$ cat config.mk
export PLATFORM = sky130hd
export DESIGN_NAME = mem_arbiter
export DESIGN_NICKNAME = d
export VERILOG_FILES = /design/src/rtl/core_pkg.sv /design/src/rtl/mem_arbiter.sv
export SDC_FILE = /design/constraint.sdc
export NUM_CORES = 1
export LEC_CHECK = 0
export ABC_CLOCK_PERIOD_IN_PS = 1400
export BUFFER_PORTS_ARGS = -buffer_cell sky130_fd_sc_hd__buf_2
export CORE_UTILIZATION = 27
export DETAILED_ROUTE_END_ITERATION = 12
export PLACE_DENSITY_LB_ADDON = 0.15
export SYNTH_ARGS = -nofsm -noshare
export SYNTH_HDL_FRONTEND = slang
export SYNTH_SLANG_ARGS = --single-unit
$ cat constraint.sdc
create_clock -name clk -period 1.4 [get_ports clk]
set_input_delay 0.28 -clock clk [delete_from_list [all_inputs] [get_ports clk]]
set_output_delay 0.28 -clock clk [all_outputs]
set_load 0.01 [all_outputs]
$ cat src/rtl/core_pkg.sv
// Shared definitions for the core's memory-port arbitration.
// Holds the arbiter state encoding and the fixed byte enables used
// for instruction fetches.
package core_pkg;

  typedef enum logic [1:0] {
    MA_IDLE  = 2'd0,
    MA_INSTR = 2'd1,
    MA_DATA  = 2'd2
  } mem_arb_state_t;

  // Instruction fetches always read the full 16-bit word.
  localparam logic [1:0] MA_INSTR_BYTESEL = 2'b11;

endpackage

$ cat src/rtl/mem_arbiter.sv
// Two-master arbiter sharing one 16-bit memory port between prefetch and load/store.
// Latency: access seen in an idle cycle -> q_m_access the next cycle; master ack is combinational from q_m_ack.
// Backpressure: the grant is held until q_m_ack, then one mandatory idle cycle before the next grant.
//
// Ports:
//   clk, reset        core clock, asynchronous active-high reset
//   instr_m_*         prefetch master (read-only)
//   data_m_*          load/store master
//   q_m_*             shared external memory port
//   q_m_grant_data    high while the load/store master owns the port
module mem_arbiter
  import core_pkg::*;
#(
  parameter int max_data_streak = 4
) (
  input  logic        clk,
  input  logic        reset,
  input  logic [19:1] instr_m_addr,
  input  logic        instr_m_access,
  output logic        instr_m_ack,
  output logic [15:0] instr_m_data_in,
  input  logic [19:1] data_m_addr,
  input  logic [15:0] data_m_data_out,
  input  logic        data_m_access,
  input  logic        data_m_wr_en,
  input  logic [1:0]  data_m_bytesel,
  output logic        data_m_ack,
  output logic [15:0] data_m_data_in,
  output logic [19:1] q_m_addr,
  output logic [15:0] q_m_data_out,
  output logic        q_m_access,
  output logic        q_m_wr_en,
  output logic [1:0]  q_m_bytesel,
  input  logic        q_m_ack,
  input  logic [15:0] q_m_data_in,
  output logic        q_m_grant_data
);

  localparam int STREAK_W = $clog2(max_data_streak + 1);
  localparam logic [STREAK_W-1:0] STREAK_MAX = STREAK_W'(max_data_streak);

  mem_arb_state_t      state, state_next;
  logic [STREAK_W-1:0] streak, streak_next;

  always_ff @(posedge clk or posedge reset) begin
    if (reset) begin
      state  <= MA_IDLE;
      streak <= '0;
    end else begin
      state  <= state_next;
      streak <= streak_next;
    end
  end

  // Data wins by default; the streak counts data grants made while an
  // instruction request was waiting, and forces one instruction grant
  // once it reaches the limit.
  always_comb begin
    state_next  = state;
    streak_next = streak;
    case (state)
      MA_IDLE: begin
        if (data_m_access && instr_m_access) begin
          if (streak == STREAK_MAX) begin
            state_next  = MA_INSTR;
            streak_next = '0;
          end else begin
            state_next  = MA_DATA;
            streak_next = streak + STREAK_W'(1);
          end
        end else if (data_m_access) begin
          state_next  = MA_DATA;
          streak_next = '0;
        end else if (instr_m_access) begin
          state_next  = MA_INSTR;
          streak_next = '0;
        end
      end
      // Grant is held until the slave acks, even if the master drops access.
      MA_INSTR, MA_DATA: begin
        if (q_m_ack) state_next = MA_IDLE;
      end
      default: state_next = MA_IDLE;
    endcase
  end

  // q_m_access comes straight from the state register, so there is no
  // combinational path from either master's access to the port request.
  assign q_m_access     = (state != MA_IDLE);
  assign q_m_grant_data = (state == MA_DATA);

  always_comb begin
    q_m_addr     = '0;
    q_m_data_out = '0;
    q_m_wr_en    = 1'b0;
    q_m_bytesel  = 2'b00;
    case (state)
      MA_DATA: begin
        q_m_addr     = data_m_addr;
        q_m_data_out = data_m_data_out;
        q_m_wr_en    = data_m_wr_en;
        q_m_bytesel  = data_m_bytesel;
      end
      MA_INSTR: begin
        q_m_addr    = instr_m_addr;
        q_m_bytesel = MA_INSTR_BYTESEL;
      end
      default: ;
    endcase
  end

  // A stray ack while idle matches neither grant and is dropped.
  assign instr_m_ack     = q_m_ack & (state == MA_INSTR);
  assign data_m_ack      = q_m_ack & (state == MA_DATA);
  assign instr_m_data_in = q_m_data_in;
  assign data_m_data_in  = q_m_data_in;

endmodule

==> impl_results.md, run 1 <==
- Outcome: complete, but fails checks
- Violated checks: negative setup slack
- Initial core utilization: approximately 28%
- Number of CTS-inserted buffers: 3
- Clock latency on the worst-skew pair: around 0.22 ns
- Dominant combinational cell family by area after synthesis: buffers and inverters
- Residual DRC count: 0
- Count of TritonRoute iterations in the first routing pass: 6
- Placement row count: 22
- Drt wl/cell: 12.0 um
- Sequential power share: 7.3%
- Timing-limited maximum frequency: ~0.59 GHz
- CP Data Required Time: about 1.1 ns
- Relative max-transition margin: ~75%
- Leakage power: roughly 0.91 nW
- Post-layout nets: between 300 and 400
- Fraction of the mapped netlist area in simple logic gates: 29.9%
- Top cell type's share of synthesized area: 23.9%
- Via-per-instance ratio: between 4 and 5
- Kind of start point of the critical path: register
- Die outline width: 64.0 um
- Top area cells in the synthesized netlist: sky130_fd_sc_hd__buf_4 24%, sky130_fd_sc_hd__a22oi_1 14%, sky130_fd_sc_hd__nor2b_1 13%
- Clock tree root buffer cell: sky130_fd_sc_hd__clkbuf_8
- Worst slack at placement: -0.0950 ns
- Synth area leader: sky130_fd_sc_hd__buf_4
- Count of antenna-violating nets left after detailed routing: 0
- Max FO, Critical Path: 11
- Share of layout cells above drive strength 1: 76.7%
- Setup-violating endpoint count in the final report: between 40 and 50
- Synthesized flop and latch total: 5
- Diodes inserted: 0
- Synth Area per Inst: between 7 and 8 um^2
- Height of the chip: ~64 um
- Number of H-tree levels: 1
- Initial DRC Count: 43
- Post-CTS clock slew at the launch and capture registers of the worst setup and hold paths: roughly 0.030 ns
- Most frequent cells in the layout: 100 x sky130_fd_sc_hd__buf_2, 19 x sky130_fd_sc_hd__nor2b_2, 19 x sky130_fd_sc_hd__a22oi_2
- Clock skew: slightly below 0.00009 ns
- XOR/XNOR share of the synthesized area: 0%
- Number of input and output port buffers inserted: between 100 and 150
- TritonCTS clock tree: done
- Final critical-path share of the clock period: 121%
- Largest vdd supply drop: around 0.0011 V
- Pin count of the biggest net entering global routing: 23
- Global-route wire length before repair: between 4000 and 5000 um
- Net load switching power: 1.44 mW
- Via total after detailed routing: roughly 1,200
- Cell type of the slowest stage on the worst timing path: sky130_fd_sc_hd__dfrtp_1
- Endpoint arrival time on the critical path: approximately 1.4 ns
- Antenna violations before repair: 0
- Hold Fails Final Rpt: 0
- Total die area: a little over 0.004 mm^2
- Worst-margin pin slew: around 0.37 ns
- Number of primary I/O pins: 152
- Count of distinct cell types in the synthesized netlist: 22
- Setup repair after global routing missed its margin: yes
- Sw frac: between 40% and 50%
- Largest delay share family, worst path: buffers and inverters
- Max clock buf depth: 2
- Arithmetic-cell share of the synthesized area counting full adders, half adders and majority gates: 7.24%
- Total Routed Length: approximately 3300 um
- Final critical-path setup slack: -0.294 ns
- Category of the critical setup timing path: register to output port
- Max-capacitance violation count: 0
- Cell Count Post-Placement: ~260
- Share of synthesized area spent on multiplexers: 0%
- Area of the placeable core: between 0.003 and 0.004 mm^2
- Final HPWL DP: about 2400 um
- Final non-filler cell total: between 200 and 300
- Clock sinks: 5
- Fraction of the yosys area taken by sequential cells: about 12%
- Clock network power share: about 7.6%
- Critical-path cell list: inv_2 -> ha_4 -> clkbuf_16 -> a22oi_2 -> nor2b_2 -> buf_2
- Compound-cell area share of the yosys netlist: about a fifth
- Global router's overall resource usage: a little over an eighth
- Share of power burned in combinational logic: 85.1%
- Internal power component: between 2 and 2.5 mW
- Count of pins over their slew limit: 0
- Routability Congestion: a little under 0.7
- Total number of yosys warnings: 0
- Power density over cell area: a little under 2000 mW/mm^2
- Syn Nets: between 200 and 250
- Area growth syn-to-layout: 73.1%
- Stage delay of the slowest cell on the critical path: approximately 0.38 ns
- Nature of the critical path endpoint: output port
- Time the final worst path needs with I/O delays and setup: approximately 1.7 ns
- Number of global-route vias before repair: approximately 1,000
- Post-route setup TNS: -10.14 ns
- Gr ovfl total: 0
- Cell Area, Synth: 0.00104 mm^2
- Number of buffer and inverter instances along the worst setup path: 3
- Most common cell after layout, fill and taps aside: sky130_fd_sc_hd__buf_2
- Hold crit path type: input port to register
- Synthesized instance count: 141
## power groups by stage
stage | logic (mW) | clock network (mW) | registers (mW)
after floorplan | 1.56 | 0 | 0.235
after global placement | 2.34 | 0 | 0.242
after detailed placement | 2.30 | 0 | 0.243
after CTS | 2.44 | 0.271 | 0.244
after global routing | 3.19 | 0.284 | 0.259
final | 2.95 | 0.263 | 0.251
## through the flow
step | cell area, um^2 | power, mW | hold WS [ns] | util (%)
2_1_floorplan | 1100 | 1.80 | 0.0585 | -
3_3_place_gp | 1480 | 2.58 | 0.191 | 40.4
3_5_place_dp | 1480 | 2.55 | 0.189 | 40.4
4_1_cts | 1580 | 2.95 | 0.362 | 43.1
5_1_grt | 1800 | 3.73 | 0.389 | 49.0
6_report | 1800 | 3.46 | 0.368 | 49.0
## registers in the layout (all words and copies together), names as in the netlist
name    cells
streak      3
state       2
## repair_timing
item                                    in CTS  in global routing
hold buffers                                 1                  0
endpoints found under the hold margin        5                  0
gates cloned                                 0                  1
pin swaps                                    1                 17
resized for setup                            8                 35
endpoints found under the setup margin      43                 44
buffers inserted                             1                  3
## synth_stat cells (all sizes together)
cell / n
nand2: 5
and2: 19
nand4b: 1
nor2b: 22
inv: 8
a21oi: 4
nand2b: 1
a22oi: 19
a2111o: 1
o21ai: 4
nand4: 2
dfrtp: 5
nand3: 1
ha: 6
a32o: 1
buf: 36
clkbuf: 5
o22ai: 1
## worst reg2reg max path, stage by stage, from the launching register on
cell	delay [ns]
sky130_fd_sc_hd__dfrtp_1	0.41
sky130_fd_sc_hd__inv_2	0.13
sky130_fd_sc_hd__ha_4	0.22
sky130_fd_sc_hd__nor2b_4	0.13
sky130_fd_sc_hd__a2111o_1	0.31
sky130_fd_sc_hd__o21ai_2	0.07
## area by class of cell
type,count,area (um^2)
multi-input combinational,87,806
sequential,5,125
tap,48,60.1
inverter,8,30.0
timing repair buffer,119,729
clock buffer,4,45.0
fill,362,1870
## routing by layer
metal,GRT usage (%),routed length [um]
met4,3.98,14
met1,16.3,1310
met3,4.64,292
met5,0,0
met2,22.6,1640
## cell families after synthesis
group                      Yosys count
and+or+nand+nor                     51
buffers and inverters               49
adders and majority gates            6
AOI/OAI and AO/OA                   30
DFF                                  5
## path summary, 6_finish.rpt
check                                       from               endpoint  slack [ns]  depth (start not counted)
setup / recovery            state[1]$_DFFE_PP0P_           q_m_addr[14]       -0.29                          6
hold / removal                    instr_m_access  streak[1]$_DFFE_PP0P_        0.37                          3
setup reg to reg            state[0]$_DFFE_PP0P_   state[0]$_DFFE_PP0P_        0.05                          5
hold reg to reg            streak[1]$_DFFE_PP0P_  streak[1]$_DFFE_PP0P_        0.50                          2
max in group asynchronous                  reset  streak[1]$_DFFE_PP0P_        0.73                          3
min in group asynchronous                  reset  streak[0]$_DFFE_PP0P_        0.50                          3
Note: power is estimated with default switching activity, not from simulation.
==> run 2: changes to the inputs <==
--- a/config.mk
+++ b/config.mk
@@ -9,7 +9,7 @@
 export BUFFER_PORTS_ARGS = -buffer_cell sky130_fd_sc_hd__buf_2
 export CORE_UTILIZATION = 27
 export DETAILED_ROUTE_END_ITERATION = 12
-export PLACE_DENSITY_LB_ADDON = 0.15
+export PLACE_DENSITY = 0.77
 export SYNTH_ARGS = -nofsm -noshare
 export SYNTH_HDL_FRONTEND = slang
 export SYNTH_SLANG_ARGS = --single-unit
==> impl_results.md, run 2 (synthesized netlist as in run 1, its figures left out) <==
- Outcome: complete, but fails checks
- Violated checks: negative setup slack
- Hold Fails Final Rpt: 0
- Global-route wire length before repair: a little under 5000 um
- Worst-margin pin slew: between 0.3 and 0.4 ns
- Largest registers in the final layout: streak x3, state x2
- Internal power component: approximately 2.5 mW
- Share of power burned in combinational logic: roughly 87%
- Count of pins over their slew limit: 0
- Final-layout fill cell count: ~320
- Leakage power: slightly below 1 nW
- Global router's overall resource usage: approximately 15%
- Post-layout nets: approximately 310
- Number of input and output port buffers inserted: roughly 100
- Diodes inserted: 0
- Timing-limited maximum frequency: between 0.5 and 0.6 GHz
- Via-per-instance ratio: 4.56
- Drt wl/cell: ~12 um
- Endpoint arrival time on the critical path: approximately 1.5 ns
- Die outline width: 64.0 um
- Initial DRC Count: 21
- Count of TritonRoute iterations in the first routing pass: 4
- Net load switching power: roughly 1.6 mW
- Setup-violating endpoint count in the final report: between 40 and 50
- TritonCTS clock tree: done
- Largest delay share family, worst path: buffers and inverters
- Stage delay of the slowest cell on the critical path: ~0.4 ns
- Number of primary I/O pins: ~150
- Clock tree root buffer cell: sky130_fd_sc_hd__clkbuf_8
- Area post-placement: roughly 0.0015 mm^2
- Number of global-route vias before repair: 1,144
- Routability Congestion: approximately 0.69
- Clock sinks: 5
- Number of H-tree levels: 1
- Max FO, Critical Path: 11
- Number of buffer and inverter instances along the worst setup path: 3
- Hold crit path type: input port to register
- Area growth syn-to-layout: 92.9%
- Initial core utilization: between 20% and 30%
- Height of the chip: 64.0 um
- Clock network power share: roughly 6.5%
- Sw frac: slightly below 40%
- Most frequent cells in the layout: 87 x sky130_fd_sc_hd__buf_2, 20 x sky130_fd_sc_hd__nor2b_2, 20 x sky130_fd_sc_hd__buf_6
- Final critical-path share of the clock period: 124%
- Area of the placeable core: about 0.0037 mm^2
- Cell type of the slowest stage on the worst timing path: sky130_fd_sc_hd__dfrtp_1
- Sequential power share: 6.1%
- Post-CTS clock slew at the launch and capture registers of the worst setup and hold paths: 0.04 ns
- Time the final worst path needs with I/O delays and setup: around 1.7 ns
- Final non-filler cell total: between 200 and 300
- Number of CTS-inserted buffers: 3
- Share of layout cells above drive strength 1: 83.8%
- Count of antenna-violating nets left after detailed routing: 0
- Max clock buf depth: 2
- Final HPWL DP: around 2300 um
- Clock latency on the worst-skew pair: approximately 0.22 ns
- Total die area: 0.00409 mm^2
- Power density over cell area: 2060 mW/mm^2
- Total Routed Length: 3360 um
- Most common cell after layout, fill and taps aside: sky130_fd_sc_hd__buf_2
- Setup repair after global routing missed its margin: yes
- Relative max-transition margin: around three quarters
- Clock skew: 0.00429 ns
- Nature of the critical path endpoint: output port
- Kind of start point of the critical path: register
- Antenna violations before repair: 0
- Category of the critical setup timing path: register to output port
- Worst slack at placement: -0.122 ns
- Sum of internal, switching and leakage power: 4.11 mW
- Number of flip-flops under the largest register name: 3
- Gr ovfl total: 0
- CP Data Required Time: 1.12 ns
- Cell Count Post-Placement: between 200 and 300
- Pin count of the biggest net entering global routing: 22
- Fraction of the core area covered by cells at the end of the flow: 54.6%
- Via total after detailed routing: 1,263
- Residual DRC count: 0
- Max-capacitance violation count: 0
- Final critical-path setup slack: -0.333 ns
- Design area: 0.00200 mm^2
- Placement row count: 22
- Critical-path cell list: buf_4 -> ha_4 -> buf_12 -> a22oi_2 -> nor2b_2 -> buf_2
- Register with the highest flop count: streak
- Largest vdd supply drop: 0.000868 V
[run 2: changes by cell type in the layout (fill, tap and decap cells not counted)]
cell / delta
sky130_fd_sc_hd__buf_6: +15
sky130_fd_sc_hd__buf_2: -13
sky130_fd_sc_hd__nor2b_4: +1
sky130_fd_sc_hd__buf_4: +3
sky130_fd_sc_hd__nor2b_1: -2
sky130_fd_sc_hd__buf_12: +2
sky130_fd_sc_hd__a21oi_1: -1
sky130_fd_sc_hd__nor2b_2: +1
sky130_fd_sc_hd__and2_4: +12
sky130_fd_sc_hd__buf_8: -2
sky130_fd_sc_hd__clkbuf_16: +1
sky130_fd_sc_hd__a21oi_2: +1
sky130_fd_sc_hd__and2_1: -12
[run 2: area by class of cell]
| class | count | area [um^2] | share of cell area [%] |
|---|---|---|---|
| well taps | 48 | 60.1 | 3.00 |
| flip-flops and latches | 5 | 125 | 6.25 |
| inverters | 8 | 30.0 | 1.50 |
| clock buffers | 4 | 45.0 | 2.25 |
| multi-input cells | 87 | 850 | 42.5 |
| repair buffers | 125 | 891 | 44.5 |
[run 2: path summary, 6_finish.rpt]
path / start / to / slack [ns] / cells after the start
hold / removal: instr_m_access / streak[1]$_DFFE_PP0P_ / 0.38 / 3
hold reg to reg: streak[1]$_DFFE_PP0P_ / streak[1]$_DFFE_PP0P_ / 0.51 / 2
min in group asynchronous: reset / state[0]$_DFFE_PP0P_ / 0.50 / 3
setup reg to reg: state[1]$_DFFE_PP0P_ / state[0]$_DFFE_PP0P_ / 0.07 / 5
max in group asynchronous: reset / streak[1]$_DFFE_PP0P_ / 0.72 / 3
setup / recovery: state[0]$_DFFE_PP0P_ / q_m_addr[10] / -0.33 / 6
[run 2: power groups by stage]
stage	logic, mW	registers [mW]	clock network [mW]
floorplan	1.56	0.235	0
global placement	2.28	0.241	0
detailed placement	2.31	0.247	0
CTS	2.98	0.251	0.276
global route	3.86	0.259	0.287
finish	3.60	0.250	0.268
[run 2: what timing repair did]
| item | 4_1_cts | 5_1_grt |
|---|---|---|
| endpoints found under the setup margin | 43 | 44 |
| pin swaps | 5 | 6 |
| gates resized for setup | 45 | 35 |
| endpoints found under the hold margin | 5 | 0 |
| hold buffers | 1 | 0 |
| setup buffers | 4 | 2 |
| gates cloned | 4 | 2 |
[run 2: routing by layer]
metal,routed length [um],GRT usage (%),up-vias,part of all wire [%]
met5,0,0,-,0
met4,25,3.41,0,0.74
met3,291,3.57,8,8.7
met2,1800,27.3,65,53
met1,1240,16.4,573,37
li1,-,-,617,-
[run 2: metrics by stage]
step / TNS (ns) / hold slack (ns)
6_report: -11.35 / 0.384
5_1_grt: -13.75 / 0.386
4_1_cts: -11.11 / 0.370
3_5_place_dp: -2.94 / 0.199
3_3_place_gp: -2.19 / 0.192
2_1_floorplan: -0.0127 / 0.0585
[run 2: tightest hold or removal path, stage by stage]
cell	delay [ns]
sky130_fd_sc_hd__buf_2	0.13
sky130_fd_sc_hd__nand4_1	0.09
sky130_fd_sc_hd__nand2_1	0.05
